<file path="src/rtl/stream_scb_pkg.sv">
// Shared types and constants for the stream_scb latency-tolerant scoreboard.
package stream_scb_pkg;

  typedef enum logic [1:0] {
    IDLE  = 2'd0,
    RUN   = 2'd1,
    DRAIN = 2'd2,
    DONE  = 2'd3
  } scb_state_e;

  typedef logic [31:0] scb_cnt_t;

  localparam scb_cnt_t SCB_CNT_MAX = 32'hFFFF_FFFF;

  function automatic scb_cnt_t scb_sat_inc(input scb_cnt_t c);
    return (c == SCB_CNT_MAX) ? c : c + 32'd1;
  endfunction

endpackage

</file>
<file path="src/rtl/stream_scb_ref_fifo.sv">
// Circular reference FIFO for stream_scb; a push into a full FIFO is accepted
// only when a pop happens in the same cycle.
module scb_ref_fifo #(
  parameter int DATA_W = 48,
  parameter int DEPTH  = 16
) (
  input  logic                       clk,
  input  logic                       aresetn,
  input  logic                       clr,
  input  logic                       push,
  input  logic                       pop,
  input  logic [DATA_W-1:0]          wdata,
  output logic [DATA_W-1:0]          rdata,
  output logic                       full,
  output logic                       empty,
  output logic [$clog2(DEPTH):0]     count
);
  localparam int AW = $clog2(DEPTH);

  logic [DATA_W-1:0] mem [DEPTH];
  logic [AW-1:0]     wr_ptr;
  logic [AW-1:0]     rd_ptr;
  logic              wr_en;
  logic              rd_en;

  assign full  = (count == (AW+1)'(DEPTH));
  assign empty = (count == '0);
  assign rdata = mem[rd_ptr];

  always_comb begin
    rd_en = pop && !empty;
    wr_en = push && (!full || rd_en);
  end

  always_ff @(posedge clk) begin
    if (wr_en) mem[wr_ptr] <= wdata;
  end

  always_ff @(posedge clk or negedge aresetn) begin
    if (!aresetn) begin
      wr_ptr <= '0;
      rd_ptr <= '0;
      count  <= '0;
    end else if (clr) begin
      wr_ptr <= '0;
      rd_ptr <= '0;
      count  <= '0;
    end else begin
      if (wr_en) wr_ptr <= wr_ptr + AW'(1);
      if (rd_en) rd_ptr <= rd_ptr + AW'(1);
      case ({wr_en, rd_en})
        2'b10:   count <= count + (AW+1)'(1);
        2'b01:   count <= count - (AW+1)'(1);
        default: count <= count;
      endcase
    end
  end

endmodule

</file>
<file path="src/rtl/stream_scb.sv">
// Latency-tolerant in-order scoreboard: FSM, compare, watchdog and counters.
// Optional feature macro: SCB_TRACE_EN (event trace via $display).
module stream_scb
  import stream_scb_pkg::*;
#(
  parameter int DATA_W  = 48,
  parameter int DEPTH   = 16,
  parameter int TIMEOUT = 1024
) (
  input  logic                       clk,
  input  logic                       aresetn,
  input  logic                       scoreboard_en,
  input  logic                       scoreboard_reset,
  input  logic                       drain_req,
  input  logic                       ref_valid,
  input  logic signed [DATA_W-1:0]   ref_data,
  input  logic                       duv_valid,
  input  logic signed [DATA_W-1:0]   duv_data,
  output scb_cnt_t                   test_count,
  output scb_cnt_t                   error_count,
  output logic [$clog2(DEPTH):0]     pending,
  output logic                       timeout,
  output logic                       done
);
  localparam int WD_W = $clog2(TIMEOUT + 1);

  scb_state_e        state;
  scb_state_e        state_nxt;
  logic [WD_W-1:0]   wd_cnt;
  logic [DATA_W-1:0] head;
  logic [DATA_W-1:0] cmp_ref;
  logic              fifo_full;
  logic              fifo_empty;
  logic              run;
  logic              cmp_on;
  logic              bypass;
  logic              pop;
  logic              push;
  logic              compare;
  logic              mismatch;
  logic              unexpected;
  logic              overflow;
  logic              wd_run;
  logic              wd_fire;
  logic              err_evt;

  scb_ref_fifo #(
    .DATA_W (DATA_W),
    .DEPTH  (DEPTH)
  ) u_fifo (
    .clk     (clk),
    .aresetn (aresetn),
    .clr     (scoreboard_reset),
    .push    (push),
    .pop     (pop),
    .wdata   (ref_data),
    .rdata   (head),
    .full    (fifo_full),
    .empty   (fifo_empty),
    .count   (pending)
  );

  // Bypass only applies while refs are accepted; in DRAIN an empty-queue output is unexpected.
  always_comb begin
    run        = (state == RUN);
    cmp_on     = run || (state == DRAIN);
    bypass     = run && duv_valid && ref_valid && fifo_empty;
    pop        = cmp_on && duv_valid && !fifo_empty;
    push       = run && ref_valid && !bypass;
    compare    = pop || bypass;
    cmp_ref    = bypass ? ref_data : head;
    mismatch   = compare && (cmp_ref !== duv_data);
    unexpected = cmp_on && duv_valid && fifo_empty && !bypass;
    overflow   = push && fifo_full && !pop;
    wd_run     = cmp_on && !timeout && !fifo_empty && !duv_valid;
    wd_fire    = wd_run && (wd_cnt == WD_W'(TIMEOUT - 1));
    err_evt    = mismatch || unexpected || overflow || wd_fire;
  end

  always_comb begin
    state_nxt = state;
    case (state)
      IDLE:    if (scoreboard_en) state_nxt = RUN;
      RUN:     if (!scoreboard_en) state_nxt = IDLE;
               else if (drain_req) state_nxt = DRAIN;
      DRAIN:   if ((pending == '0) || timeout) state_nxt = DONE;
      default: state_nxt = DONE;
    endcase
  end

  assign done = (state == DONE);

  always_ff @(posedge clk or negedge aresetn) begin
    if (!aresetn) begin
      state       <= IDLE;
      test_count  <= '0;
      error_count <= '0;
      timeout     <= 1'b0;
      wd_cnt      <= '0;
    end else if (scoreboard_reset) begin
      state       <= IDLE;
      test_count  <= '0;
      error_count <= '0;
      timeout     <= 1'b0;
      wd_cnt      <= '0;
    end else begin
      state <= state_nxt;
      if (compare) test_count  <= scb_sat_inc(test_count);
      if (err_evt) error_count <= scb_sat_inc(error_count);
      if (wd_fire) timeout     <= 1'b1;
      // Once timeout is set the watchdog value freezes until reset.
      if (!timeout) begin
        if (fifo_empty || duv_valid) wd_cnt <= '0;
        else if (wd_run)             wd_cnt <= wd_cnt + WD_W'(1);
      end
    end
  end

`ifdef SCB_TRACE_EN
  always_ff @(posedge clk) begin
    if (aresetn && !scoreboard_reset) begin
      if (mismatch)
        $display("%0t stream_scb mismatch test=%0d ref=%0h duv=%0h",
                 $time, test_count, cmp_ref, duv_data);
      if (unexpected)
        $display("%0t stream_scb unexpected duv=%0h", $time, duv_data);
      if (overflow)
        $display("%0t stream_scb overflow ref=%0h", $time, ref_data);
      if (wd_fire)
        $display("%0t stream_scb timeout pending=%0d", $time, pending);
    end
  end
`else
  // Silent build: event strobes feed only the counters.
`endif

endmodule

</file>
<file path="config.mk">
export PLATFORM = sky130hd
export DESIGN_NAME = stream_scb
export DESIGN_NICKNAME = d
export VERILOG_FILES = /design/src/rtl/stream_scb_pkg.sv /design/src/rtl/stream_scb_ref_fifo.sv /design/src/rtl/stream_scb.sv
export SDC_FILE = /design/constraint.sdc
export NUM_CORES = 1
export LEC_CHECK = 0
export CORE_UTILIZATION = 30
export CTS_BUF_LIST = sky130_fd_sc_hd__clkbuf_8
export CTS_CLUSTER_DIAMETER = 50
export DETAILED_ROUTE_END_ITERATION = 8
export MAX_ROUTING_LAYER = met4
export SYNTH_ARGS = -nofsm -noshare
export SYNTH_HDL_FRONTEND = slang
export SYNTH_SLANG_ARGS = --single-unit
</file>
<file path="constraint.sdc">
create_clock -name clk -period 10.79 [get_ports clk]
set_clock_uncertainty 0.2 [all_clocks]
set_input_delay 2.158 -clock clk [delete_from_list [all_inputs] [get_ports clk]]
set_output_delay 2.158 -clock clk [all_outputs]
set_load 0.1 [all_outputs]
</file>
==> flow_summary.yaml <==
cts:
  postCtsSetupBuffers: 0
  cts_buffer_depth: 3
  holdBufCountCts: 0
  clk_latency_ps: 820
  clk_pin_slew_ps: 60
  numCtsBuffers: 145
  cts_tree: "yes"
  cts_resized: 0
  htreeDepth: 4
  cts_num_sinks: 859
  cts_root_buffer: "clkbuf_8"
timing:
  period_share_pct: 61.7
  slew_headroom_pct: 10.0
  rsz0062_at_grt: "false"
  fmax_mhz: 150
  hold_viol_final: 0
  tns_ps: 0
  slew_violations: 0
  finalSetupViolations: 0
  fin_crit_ps: 6660
  tightest_slew_ps: 1340
detailed_routing:
  drc: 0
  routedWlPerCell_um: 23.8
  viasPerCell: 5.04
  drt_iter0_drc: 1829
  dr.pass1.iters: 6
  ant_nets: 0
  vias: 20300
  drt_wl_total_um: 95900
critical_path:
  reg2reg_depth: 10
  r2r_end: "error_count[29]"
  required_ps: 11270
  rrSetupSlack_ps: 4240
  critPathMaxFanout: 20
  r2r_start: "u_fifo.rd_ptr[1]"
  cp_slowest_stage_delay_ps: 1150
  critPathLaunchType: "input port"
  slowest_stage: "o21ai_1"
  arrival_ps: 7140
  end_kind: "register"
  path_cells: "clkdlybuf4s50_1 > nand3_1 > or3_1 > nor3_2 > a211oi_1 > o21bai_1 > a2111oi_0 > nand4bb_1 > o21ai_1 > nor3_1 > a211o_1"
  path_class: "input port to register"
yosys:
  synth-seq-cells: 859
  yosys.area.top_type_share_pct: 63.4
  synthCells: 2045
  synth_cell_types: 84
  yosysWarnings: 0
  ys_top_cells_by_area: "edfxtp_1, mux4_2, dfrtp_1, mux2i_1, mux4_1"
  synth-edff-count: 768
  yosysSeqAreaShare_pct: 69.7
  synth_area_leader_cell: "edfxtp_1"
  synth_top_flop_cell: "edfxtp_1"
  synth_area_um2: 36400
  synthesis.nets: 2165
  syn-mean-instance-area_um2: 17.8
  async_flop_share_pct: 10.6
place:
  io_buffers: 173
  dp_hpwl_um: 54600
  place_congestion: 0.819
  place_area_um2: 39600
die:
  die_y_um: 350
  die_width_um: 350
  ioPinCount: 174
  rows: 127
  start_util_pct: 30.3
  core_um2: 120000
  dieArea_um2: 123000
power:
  internal_power_mw: 5.66
  swShare_pct: 27.5
  power.density_nw_per_um2: 184
  seq_power_share_pct: 48.4
  power_frac_comb_pct: 15.4
  irDropWorstVdd_uv: 162
  switching_power_mw: 2.15
  p_leak_nw: 13.4
  power_frac_clock_pct: 36.1
  power_mw: 7.81
global_route:
  antenna_found_initial: 19
  grt_use_met3_pct: 4.07
  grt.overflow.total: 0
  grt_max_degree: 119
  grt.busiest_layer: "met2"
  use_met2_pct: 25.1
  grt_pass1_vias: 20800
  track_usage_pct: 16.0
  grt_pass1_wl_um: 139000
  met1_usage_pct: 20.3
layout:
  mostFrequentLayoutCells: "edfxtp_1, clkdlybuf4s50_1, clkbuf_8"
  drive_gt1_share_pct: 18.5
  final_nets: 2415
  syn2layout_area_growth_pct: 16.8
  layout_commonest_cell: "edfxtp_1"
  design_area_um2: 42500
  fin_util_pct: 35.4
hold_path:
  hold_end: "wd_cnt[9]"
  whs_path_depth: 1
  hold_path_class: "register to register"
  hold_start: "wd_cnt[9]"
flow_run:
  max_cap_viol_count: 0
status:
  outcome: "finished clean"
## power groups by stage
stage	logic, mW	clock network [mW]	registers [mW]
5_1_grt	1.29	3.04	3.80
6_report	1.21	2.82	3.78
3_3_place_gp	1.19	0	3.85
4_1_cts	1.21	2.90	3.79
2_1_floorplan	0.800	0	3.92
3_5_place_dp	1.21	0	3.86
## metrics by stage
step           hold slack [ps]  setup slack (ps)  instances
6_report                   284              4130       4034
5_1_grt                    333              3920       4034
4_1_cts                    288              4300       4023
3_5_place_dp               280              3460       3760
3_3_place_gp               268              3540       3760
2_1_floorplan              245              3880       2045
## registers in the layout, indices dropped and copies added, names as in the netlist
register / flops
u_fifo.wr_ptr: 4
timeout: 1
u_fifo.rd_ptr: 4
test_count: 32
state: 2
u_fifo.count: 5
u_fifo.mem: 768
error_count: 32
wd_cnt: 11
## layer usage
metal	up-vias	share of wire (%)
met5	-	0
met4	0	2.1
met3	173	7.7
met2	749	48
met1	10600	42
li1	8777	-
## how the worst max path moves through the flow
stage | start | endpoint | slack (ps) | depth (start not counted)
floorplan | ref_valid | u_fifo.mem[7][0] | 3880 | 5
global placement | duv_valid | error_count[29] | 3540 | 11
detailed placement | duv_valid | error_count[29] | 3460 | 11
CTS | u_fifo.rd_ptr[1] | error_count[29] | 4300 | 10
global route | u_fifo.rd_ptr[1] | error_count[12] | 3920 | 11
finish | duv_valid | error_count[29] | 4130 | 11
## kinds of logic (layout without fill, tap and decap cells)
family                     after synthesis  in the layout  synth area share, %
adders and majority gates               17             17                0.605
DFF                                    859            859                 69.7
other                                    0             11                    0
and+or+nand+nor                        427            427                 6.33
AOI/OAI and AO/OA                      241            241                 4.91
buffers and inverters                  132            498                 2.63
muxes                                  273            273                 13.6
xor gates and xnor gates                96             96                 2.31
## area by class of cell
cell class / count / area, um^2
multi-input cells: 1054 / 10200
fillers: 11300 / 77700
clock inverters: 113 / 756
clock buffers: 150 / 2060
diodes: 11 / 27.5
well taps: 1612 / 2020
repair buffers: 206 / 2000
flip-flops and latches: 859 / 25400
inverters: 29 / 109
## synthesized netlist by cell type (17+ instances only)
cell	instances
edfxtp_1	768
mux4_2	145
nor2_1	115
dfrtp_1	91
mux2i_1	85
nand2_1	77
xnor2_1	49
xor2_1	47
o21ai_0	39
a22oi_1	36
a21oi_1	29
inv_1	29
nand3_1	29
buf_6	28
and3_1	27
buf_2	24
clkbuf_1	23
nor3_1	23
mux4_1	22
mux2_2	21
and2_1	18
o211ai_1	17
## critical path, delay by kind of cell
kind,cells,cell delay [ps]
AOI/OAI and AO/OA,5,2490
buffers and inverters,1,620
and+or+nand+nor,5,1860
Note: power is estimated with default switching activity, not from simulation.
